## config.mk

```make
export PLATFORM = sky130hd
export DESIGN_NAME = logic_unit_arbiter
export DESIGN_NICKNAME = d
export VERILOG_FILES = /design/src/rtl/logic_unit_arbiter.sv
export SDC_FILE = /design/constraint.sdc
export NUM_CORES = 1
export LEC_CHECK = 0
export BUFFER_PORTS_ARGS = -buffer_cell sky130_fd_sc_hd__buf_2
export CORE_MARGIN = 5
export CORE_UTILIZATION = 46
export CTS_CLUSTER_DIAMETER = 50
export DETAILED_ROUTE_END_ITERATION = 16
export GPL_TIMING_DRIVEN = 0
export PLACE_DENSITY_LB_ADDON = 0.1
export SYNTH_ARGS = -nofsm -noshare
export SYNTH_HDL_FRONTEND = slang
export SYNTH_SLANG_ARGS = --single-unit
```

## constraint.sdc

```tcl
create_clock -name clk -period 1.2 [get_ports clk]
set_input_delay 0.18 -clock clk [delete_from_list [all_inputs] [get_ports clk]]
set_output_delay 0.18 -clock clk [all_outputs]
set_load 0.02 [all_outputs]
```

## src/rtl/logic_unit_arbiter.sv

```systemverilog
// Two-requester round-robin front end for the 4-bit MIPS logic unit.
// It accepts one request, executes it in one registered step, and returns a tagged result pulse.
`timescale 1ns/1ps

module logic_unit_lane (
   input  logic       a,
   input  logic       b,
   input  logic [1:0] f,
   output logic       y
);
   always_comb begin
      case (f)
         2'd0:    y = a & b;
         2'd1:    y = a | b;
         2'd2:    y = a ^ b;
         default: y = ~(a | b);
      endcase
   end
endmodule

module logic_unit_arbiter #(
   parameter  int N = 2,
   localparam int W = 1 << N
) (
   input  logic         clk,
   input  logic         reset,
   input  logic         req0,
   input  logic [W-1:0] a0,
   input  logic [W-1:0] b0,
   input  logic [1:0]   f0,
   input  logic         req1,
   input  logic [W-1:0] a1,
   input  logic [W-1:0] b1,
   input  logic [1:0]   f1,
   output logic         gnt0,
   output logic         gnt1,
   output logic         busy,
   output logic [W-1:0] y,
   output logic         y_valid,
   output logic         y_owner,
   output logic [7:0]   op_count
);
   typedef enum logic {IDLE, EXEC} state_t;

   typedef struct packed {
      logic [W-1:0] a;
      logic [W-1:0] b;
      logic [1:0]   f;
   } op_t;

   state_t       state;
   op_t          op_q;
   op_t          op_sel;
   logic         win;
   logic         owner;
   logic         last_owner;
   logic [W-1:0] res;

   // On contention the requester that did not win last time goes first.
   assign win = (req0 && req1) ? ~last_owner : req1;

   always_comb begin
      op_sel = win ? op_t'{a: a1, b: b1, f: f1} : op_t'{a: a0, b: b0, f: f0};
   end

   for (genvar i = 0; i < W; i++) begin : g_lane
      logic_unit_lane u_lane (
         .a (op_q.a[i]),
         .b (op_q.b[i]),
         .f (op_q.f),
         .y (res[i])
      );
   end

   always_ff @(posedge clk or posedge reset) begin
      if (reset) begin
         state      <= IDLE;
         op_q       <= '0;
         owner      <= 1'b0;
         last_owner <= 1'b1;
         gnt0       <= 1'b0;
         gnt1       <= 1'b0;
         busy       <= 1'b0;
         y          <= '0;
         y_valid    <= 1'b0;
         y_owner    <= 1'b0;
         op_count   <= 8'd0;
      end else begin
         y_valid <= 1'b0;
         case (state)
            IDLE: begin
               if (req0 || req1) begin
                  op_q       <= op_sel;
                  owner      <= win;
                  last_owner <= win;
                  gnt0       <= ~win;
                  gnt1       <= win;
                  busy       <= 1'b1;
                  state      <= EXEC;
               end
            end
            EXEC: begin
               y        <= res;
               y_owner  <= owner;
               y_valid  <= 1'b1;
               op_count <= op_count + 8'd1;
               gnt0     <= 1'b0;
               gnt1     <= 1'b0;
               busy     <= 1'b0;
               state    <= IDLE;
            end
            default: state <= IDLE;
         endcase
      end
   end
endmodule

```

==> summary by stage, run 1 <==
Clock tree
The buffer cell driving the clock tree root is clkbuf_4. Counting the buffers created by CTS gives 5. For this design, the CTS-stage hold fixing added 0 buffers.

The later pin in the worst-skew pair is clocked with a latency of 0.33 ns. CTS built an H-tree with a depth of 2. The total clock sinks is 30.

Clock-pin slew was measured on the worst setup and hold paths at 0.10 ns. The largest buffer count on any clock path is 2. The CTS tree is yes.

GRT
The global routing met2 resource utilization is 0.266. The first global-routing pass estimated 5440 um of wire. For met1 alone, demand over resource in global routing was 0.205.

The pin count of the biggest net entering global routing is 31. The total global routing overflow is 0. The number of antenna violations at the first check in global routing is 0. The global-route track usage on met3 is 0.0641. The number of global-route vias before repair is 1144. The global routing usage summed across all routing layers is 0.168. met2 is the most crowded layer.

Worst setup path
The signal arrival time at the worst endpoint is 1.53 ns. The reg2reg setup slack is -0.12 ns. At the worst endpoint, the required time is 1.41 ns. The worst-path maximum fanout is 5. The worst register-to-register path ends at op_q[1]$_DFFE_PP0P_.

The critical register-to-register path startpoint is last_owner$_DFFE_PP1P_. The startpoint-to-endpoint class of the critical path is reg2reg. The startpoint type of the worst setup path is a flop. The depth of the most critical reg-to-reg path is 4. STA classifies the critical path endpoint as a flop.

Synth
The library cell with the largest summed area after synthesis is dfrtp_1. After synthesis, the share of flip-flops with an asynchronous set or reset is 1.00. The netlist uses 29 different library cells.

The most frequently used flop master after synthesis is dfrtp_1. The gate count after technology mapping is 126. The register bit total from synthesis is 30.

During synthesis, Yosys emitted a total of 0 warnings. The number of synthesized flops with an enable pin is 0. The post-synthesis sequential area ratio is 0.504. Ranked by total cell area, the synthesized netlist is headed by dfrtp_1 (49%), ha_1 (7.6%), a221o_1 (6.7%). Summing every instance area after synthesis gives 1490 sq um. The share of synthesized area in the top cell type comes to 0.487. Each instance of the synthesized netlist takes up on average 11.8 sq um.

The number of nets handed over by synthesis was 159.

Cells and area
At the end of the flow, the number of nets in the layout was 218. The most frequent standard cell in the layout excluding fill and tap cells is buf_2. Registers take 753 sq um.

After routing the design area is 1980 sq um. The count of filler cells inserted in the layout is 278. The share of post-route cells with drive strength above 1 is 0.425.

Leaving out fill and tap cells, the most frequent cells in the layout are buf_2 (40), dfrtp_1 (28), inv_1 (10), a221o_1 (10), buf_4 (10). The number of antenna diodes in the final layout is 0. From synthesis to final layout, the design area changed by 32.6%. The area occupied by multi-input gates is 702 sq um.

Place
Before CTS, the worst setup slack after placement is -0.190 ns. The cell area after placement is 1770 sq um. The port buffer count is 40.

At the end of routability-driven placement, the weighted congestion stood at 0.777. The wire-length estimate of the detail-placed layout is 2190 um.

Power
Internal power comes to 0.00252 W. The maximum vdd drop is 1.28 mV. In this run the static leakage power is 0.999 nW.

The share of total power dissipated in combinational logic is 0.398. The switching power is 0.00138 W. The power per unit of standard cell area is 1970 nW/um^2. The power share of the clock group is 0.203. Of the total power, registers draw 0.399. The fraction of power spent switching nets is 0.354.

Floorplanning
The floorplan has 20 rows. The die is 66.9 um tall. Pin placement for this block handled 41 I/O pins. Measured along the x axis, the die boundary spans 66.9 um.

For this configuration, the core starts out at a cell density of 0.485. The die footprint is 4480 sq um. The core area is 3080 sq um.

Timing
The largest clock skew in the final design is 0.0105 ns. The highest achievable clock rate is 757 MHz. The count of endpoints failing hold in the final timing report was 0.

The worst-case headroom to the max-slew limit is 0.244. Hold timing on the final database bottoms out at a slack of 0.0680 ns. Setup repair after global routing could not meet its margin everywhere. Summed over all failing endpoints, the final setup total negative slack is -1.42 ns. The total count of max-transition violations in the final report is 0. Setup slack on the critical path of the routed design comes to -0.121 ns.

For the finished layout, the period the worst path requires is 1.32 ns. The share of the clock period used by the worst path is 1.10. Setup violations remaining at the end of the flow were counted as 15.

The worst-margin pin slew is 1.13 ns.

Routing
Wires add up to 3230 um. Dividing the detail-routed wire length by the instance count gives 14.0 um. The number of vias after detailed routing is 1133.

The total iterations of the first detailed-routing run is 4. The detail route stage leaves a number of antenna-violating nets equal to 0. In the routed design, unresolved DRC markers number 0. In the routed layout, each cell is associated on average with a via count of 4.93. The detailed router finished its first iteration with 42 violations.

Run status
The flow ran to the end, but the final reports show violations. The checks that failed: setup timing.

Min path
The start point of the worst min-delay path is b1[0]. The worst hold path was traced through 2 stages. The worst hold path belongs to the class in2reg. For hold timing, the worst endpoint is op_q[2]$_DFFE_PP0P_.

Flow run
The max-cap check violation count is 0.
## through the flow
step           cells  power [W]   util
2_1_floorplan    126    0.00253      -
3_3_place_gp     210    0.00290  0.576
3_5_place_dp     210    0.00296  0.576
4_1_cts          225    0.00383  0.624
5_1_grt          230    0.00418  0.642
6_report         230    0.00390  0.642
## power groups by stage
stage               clock [W]  combinational [W]  sequential (W)
floorplan                   0           0.000749         0.00178
global placement            0            0.00134         0.00156
detailed placement          0            0.00138         0.00157
CTS                  0.000829            0.00144         0.00156
global route         0.000885            0.00170         0.00159
finish               0.000790            0.00155         0.00156
## flip-flops by register name, summed over array words and instances, names as in the netlist
signal,count
busy,1
y,4
y_owner,1
op_q,10
owner,1
last_owner,1
op_count,8
gnt1,1
state,1
y_valid,1
gnt0,1
## how the worst max path moves through the flow
| stage | startpoint | depth (start not counted) | end |
|---|---|---|---|
| 3_5_place_dp | last_owner$_DFFE_PP1P_ | 3 | op_q[8]$_DFFE_PP0P_ |
| 2_1_floorplan | last_owner$_DFFE_PP1P_ | 4 | op_q[1]$_DFFE_PP0P_ |
| 5_1_grt | op_q[9]$_DFFE_PP0P_ | 5 | y[3]$_DFFE_PP0P_ |
| 4_1_cts | last_owner$_DFFE_PP1P_ | 4 | op_q[1]$_DFFE_PP0P_ |
| 6_report | last_owner$_DFFE_PP1P_ | 4 | op_q[1]$_DFFE_PP0P_ |
| 3_3_place_gp | last_owner$_DFFE_PP1P_ | 3 | op_q[1]$_DFFE_PP0P_ |
## cell usage after synthesis (all sizes together), types with 3 or more instances
cell   instances
a221o         10
xnor2          9
mux2           6
inv           10
ha             9
nor2           7
a21oi          6
and2          10
dfrtp         29
nand2          3
mux2i          4
nand4          4
buf            4
## logic make-up (layout without fill, tap and decap cells)
logic type | after synthesis | after routing | share of synthesized area
adders and majority gates | 9 | 9 | 0.0755
and+or+nand+nor | 29 | 29 | 0.116
DFF | 30 | 30 | 0.504
xor gates and xnor gates | 11 | 11 | 0.0646
buffers and inverters | 16 | 76 | 0.0512
muxes | 10 | 10 | 0.0721
AOI/OAI and AO/OA | 21 | 21 | 0.117
## area by class of cell
class | count | share of cell area
multi-input cells | 80 | 0.355
flip-flops and latches | 30 | 0.381
inverters | 10 | 0.0190
clock buffers | 5 | 0.0190
plain buffers | 6 | 0.0241
repair buffers | 52 | 0.154
clock inverters | 3 | 0.0203
well taps | 44 | 0.0278
## routing by layer
| metal | share of wire | up-vias |
|---|---|---|
| met1 | 0.43 | 544 |
| met2 | 0.49 | 28 |
| met5 | 0 | - |
| met4 | 0.017 | 0 |
| met3 | 0.056 | 6 |
| li1 | - | 555 |
## critical path, cell delays in order (launching register included)
cell     delay (ns)
dfstp_2        0.59
a21bo_4        0.15
nor2_4         0.05
buf_6          0.13
a221o_1        0.29
## what timing repair did
item                                    4_1_cts  5_1_grt
buffers inserted                              6        5
cloned                                        1        0
hold endpoints to repair                      0        0
pin swaps                                     2        2
resized for setup                             5        8
endpoints found under the setup margin       14       26
Note: power is estimated with default switching activity, not from simulation.
==> run 2, diff against run 1 <==
--- a/config.mk
+++ b/config.mk
@@ -5,9 +5,10 @@
 export SDC_FILE = /design/constraint.sdc
 export NUM_CORES = 1
 export LEC_CHECK = 0
+export ABC_AREA = 1
 export BUFFER_PORTS_ARGS = -buffer_cell sky130_fd_sc_hd__buf_2
 export CORE_MARGIN = 5
-export CORE_UTILIZATION = 46
+export CORE_UTILIZATION = 47
 export CTS_CLUSTER_DIAMETER = 50
 export DETAILED_ROUTE_END_ITERATION = 16
 export GPL_TIMING_DRIVEN = 0
==> summary by stage, run 2 <==
Run status
The run finished with clean final reports.

Power
The logic gate share of total power is 0.373. The switching power is 0.00141 W. IR analysis of the VDD net gives a maximum drop of 0.851 mV. The share of total power dissipated in the clock network is 0.213. In this run the power density over the cells is 1800 nW/um^2. The fraction of power spent switching nets is 0.381. The static leakage is 1.14 nW.

The total power of the final layout is 0.00369 W. The portion of total power attributed to sequential cells is 0.415. The total internal power is 0.00228 W.

Synth
The Yosys step of the flow raised 0 warnings. The total standard cell area after synthesis is 1620 sq um. The register bit total from synthesis is 30. Of the total synthesized cell area, the portion taken by XOR and XNOR cells is 0.0216. The post-synthesis async set-or-reset flop share is 1.00.

The area fraction in and, or, nand and nor cells after synthesis is 0.310. The most frequently used flop master after synthesis is dfrtp_1. The number of synthesized flops with an enable pin is 0. The share of synthesized cell area in full adder, half adder and majority cells is 0.0695. The library cell with the largest summed area after synthesis is dfrtp_1. The average footprint of a synthesized cell is 8.40 sq um.

The net count of the mapped netlist is 226. In the post-synthesis netlist, the cell with the most instances is nand2_1. The mux contribution to synthesized area is 0. Yosys attributes the largest share of cell area to dfrtp_1 (45%), nand2_1 (14%), nand3_1 (9.9%). Counting every instance in the synthesized netlist gives 193. After synthesis, the most frequently instantiated cells are nand2_1 (62), nand3_1 (32), dfrtp_1 (29).

The compound-cell area share of the yosys netlist is 0.0278. The top cell type's share of synthesized area is 0.448. After synthesis, the largest family of logic cells by area is simple AND/OR/NAND/NOR gates. Of the synthesized area, sequential elements account for 0.464. The count of unique library cells instantiated by Yosys is 21.

Clock tree
The total clock sinks is 30. The buffer cell driving the clock tree root is clkbuf_4. The clock transition at the register clock pins on the worst setup and hold paths after CTS is 0.10 ns.

TritonCTS built the clock tree. CTS built an H-tree with a depth of 2. The clock reaches the later pin of the worst-skew pair after 0.34 ns. The largest buffer count on any clock path is 2.

Counting the buffers created by CTS gives 5.

GRT
The total global routing overflow is 0. The number of antenna violations at the first check in global routing is 0. The pin count of the biggest net entering global routing is 31.

The global routing usage summed across all routing layers is 0.149. The global-route wire length before repair is 5120 um. The number of global-route vias before repair is 1197.

Cells and area
The final antenna diode count is 0. Summing all multi-input logic gate instances after layout gives 702 sq um. The area growth from synthesis to layout is 26.5%.

In the layout the commonest cells are nand2_1 (61), buf_2 (42), nand3_1 (32), dfrtp_1 (27), inv_1 (24). The largest registers in the layout are op_q: 10 flops, op_count: 8 flops, y: 4 flops. The count of filler cells inserted in the layout is 330. The number of flip-flops in the largest register is 10. After routing the design area is 2050 sq um. Ranked by flip-flop count, first place goes to op_q. The share of post-route cells with drive strength above 1 is 0.321. The most frequent standard cell in the layout excluding fill and tap cells is nand2_1.

In the final design database the tool counted 281 nets. The combined flip-flop and latch cell area is 754 sq um.

Worst setup path
The kind of end point of the critical path is a flop. The critical register-to-register path startpoint is op_q[3]$_DFFE_PP0P_. For the worst setup path, the data required time is 1.42 ns. Across all register-to-register paths, the minimum setup slack is 0.04 ns. Along the worst path, the maximum fanout reaches 3. The startpoint type of the worst setup path is a flop.

The startpoint-to-endpoint class of the critical path is reg2reg. STA puts the critical path data arrival time at 1.38 ns. The endpoint of the lowest-slack register-to-register path is y[1]$_DFFE_PP0P_. The depth of the most critical reg-to-reg path is 6.

Floorplanning
Pin placement for this block handled 41 I/O pins. The initialized floorplan defines 21 standard-cell rows. The vertical extent of the die is 68.7 um. The effective utilization at floorplan is 0.486.

The die covers 4720 sq um. The die width is 68.7 um. The core area is 3340 sq um.

Routing
In the routed design, unresolved DRC markers number 0. The post-detailed-route count of antenna-violating nets is 0. The per-cell via count in the routed design is 4.59. The met3 layer wire length in the routed design is 215 um. The detailed router put a total of 1500 um of wire on met1. Wires add up to 3120 um. The first TritonRoute pass finished after 4 iterations.

In the final routed layout, each cell accounts on average for 10.6 um. The violation count after the first detailed-route iteration is 35. Detailed routing inserted a total of 1355 vias. Wire segments on met2 add up to 1350 um in the final route.

The highest routing layer actually used is met4.

Min path
Counting instances, the worst hold path has a depth of 3. The hold-critical path endpoint is op_q[4]$_DFFE_PP0P_. In this run the worst hold path is classified as in2reg. The startpoint identified for the worst hold timing path is b1[2].

Timing
The total count of max-transition violations in the final report is 0. Setup repair after global routing could not meet its margin everywhere. The highest achievable clock rate is 866 MHz. The worst pin sits at a relative slew slack of 0.263. Setup violations remaining at the end of the flow were counted as 0.

The tightest hold margin is 0.0516 ns. The largest clock skew in the final design is 0.0146 ns. The minimum clock period is 1.16 ns. The share of the clock period used by the worst path is 0.963. At the pin with the least slew margin, the transition time is 1.10 ns.

The final-layout setup total negative slack is 0 ns. The count of endpoints failing hold in the final timing report came to 0. Setup slack on the critical path of the routed design comes to 0.0449 ns.

Place
At the end of routability-driven placement, the weighted congestion stood at 0.741. The pre-CTS setup slack is -0.120 ns. The placed instances occupy a cell area of 1880 sq um. Once detailed placement completed, the half-perimeter wirelength came to 2300 um.

The port buffer count is 40.

Flow run
The max-cap check violation count is 0.
## run 2: changes by cell type in the layout (fill, tap and decap cells not counted), sizes merged, moves of 4 or more
cell / previous run / this run
and2: 10 / 0
inv: 10 / 27
o21ai: 0 / 4
nand2: 3 / 63
nand3: 0 / 34
mux2: 6 / 0
mux2i: 4 / 0
a221o: 10 / 0
xnor2: 9 / 0
## run 2: power by group through the flow
stage               clock network, W  registers [W]  logic (W)
floorplan                          0        0.00175   0.000696
global placement                   0        0.00155    0.00127
detailed placement                 0        0.00155    0.00128
CTS                         0.000807        0.00154    0.00129
global route                0.000846        0.00157    0.00157
finish                      0.000784        0.00153    0.00138
## run 2: layout make-up
cell class | count | area share
timing repair buffer | 48 | 0.131
clock inverter | 3 | 0.0195
tap | 46 | 0.0281
buffer | 8 | 0.0421
inverter | 27 | 0.0507
multi-input combinational | 128 | 0.342
clock buffer | 5 | 0.0183
sequential | 30 | 0.368
## run 2: how the worst max path moves through the flow
stage / from / slack (ns) / cells past startpoint / to
final: op_q[3]$_DFFE_PP0P_ / 0.04 / 6 / y[1]$_DFFE_PP0P_
after global routing: op_q[5]$_DFFE_PP0P_ / -0.02 / 6 / y[3]$_DFFE_PP0P_
after CTS: op_q[3]$_DFFE_PP0P_ / 0.01 / 6 / y[1]$_DFFE_PP0P_
after detailed placement: reset / -0.12 / 2 / op_count[0]$_DFFE_PP0P_
after global placement: reset / -0.16 / 2 / op_count[0]$_DFFE_PP0P_
after floorplan: op_count[1]$_DFFE_PP0P_ / 0.05 / 6 / op_count[6]$_DFFE_PP0P_
## run 2: timing repair
item                                    in CTS  in global routing
setup buffers                                0                  7
endpoints found under the setup margin       1                 18
hold buffers                                 0                  0
pin swaps                                    0                  5
gates cloned                                 0                  1
gates resized for setup                      1                 12
## run 2: cell families after synthesis
logic type,Yosys count
fa+ha+maj,9
compound gates,9
simple gates,106
xor+xnor,4
buf+inv,35
flops,30
## run 2: per-layer routing
metal	GRT usage	vias up
met5	0	-
met4	0.0730	0
met3	0.0405	7
met2	0.226	36
met1	0.195	597
li1	-	715
## run 2: stage by stage
stage,utilization,cells
3_3_place_gp,0.563,279
5_1_grt,0.614,295
4_1_cts,0.587,287
3_5_place_dp,0.563,279
2_1_floorplan,-,193
6_report,0.614,295
## run 2: critical path, stage by stage (launching register included)
cell and delay, ns:
dfrtp_1 0.40, inv_1 0.06, ha_1 0.28, o21ai_1 0.11, nand3_1 0.08, nand2_1 0.06
nand2_1 0.04
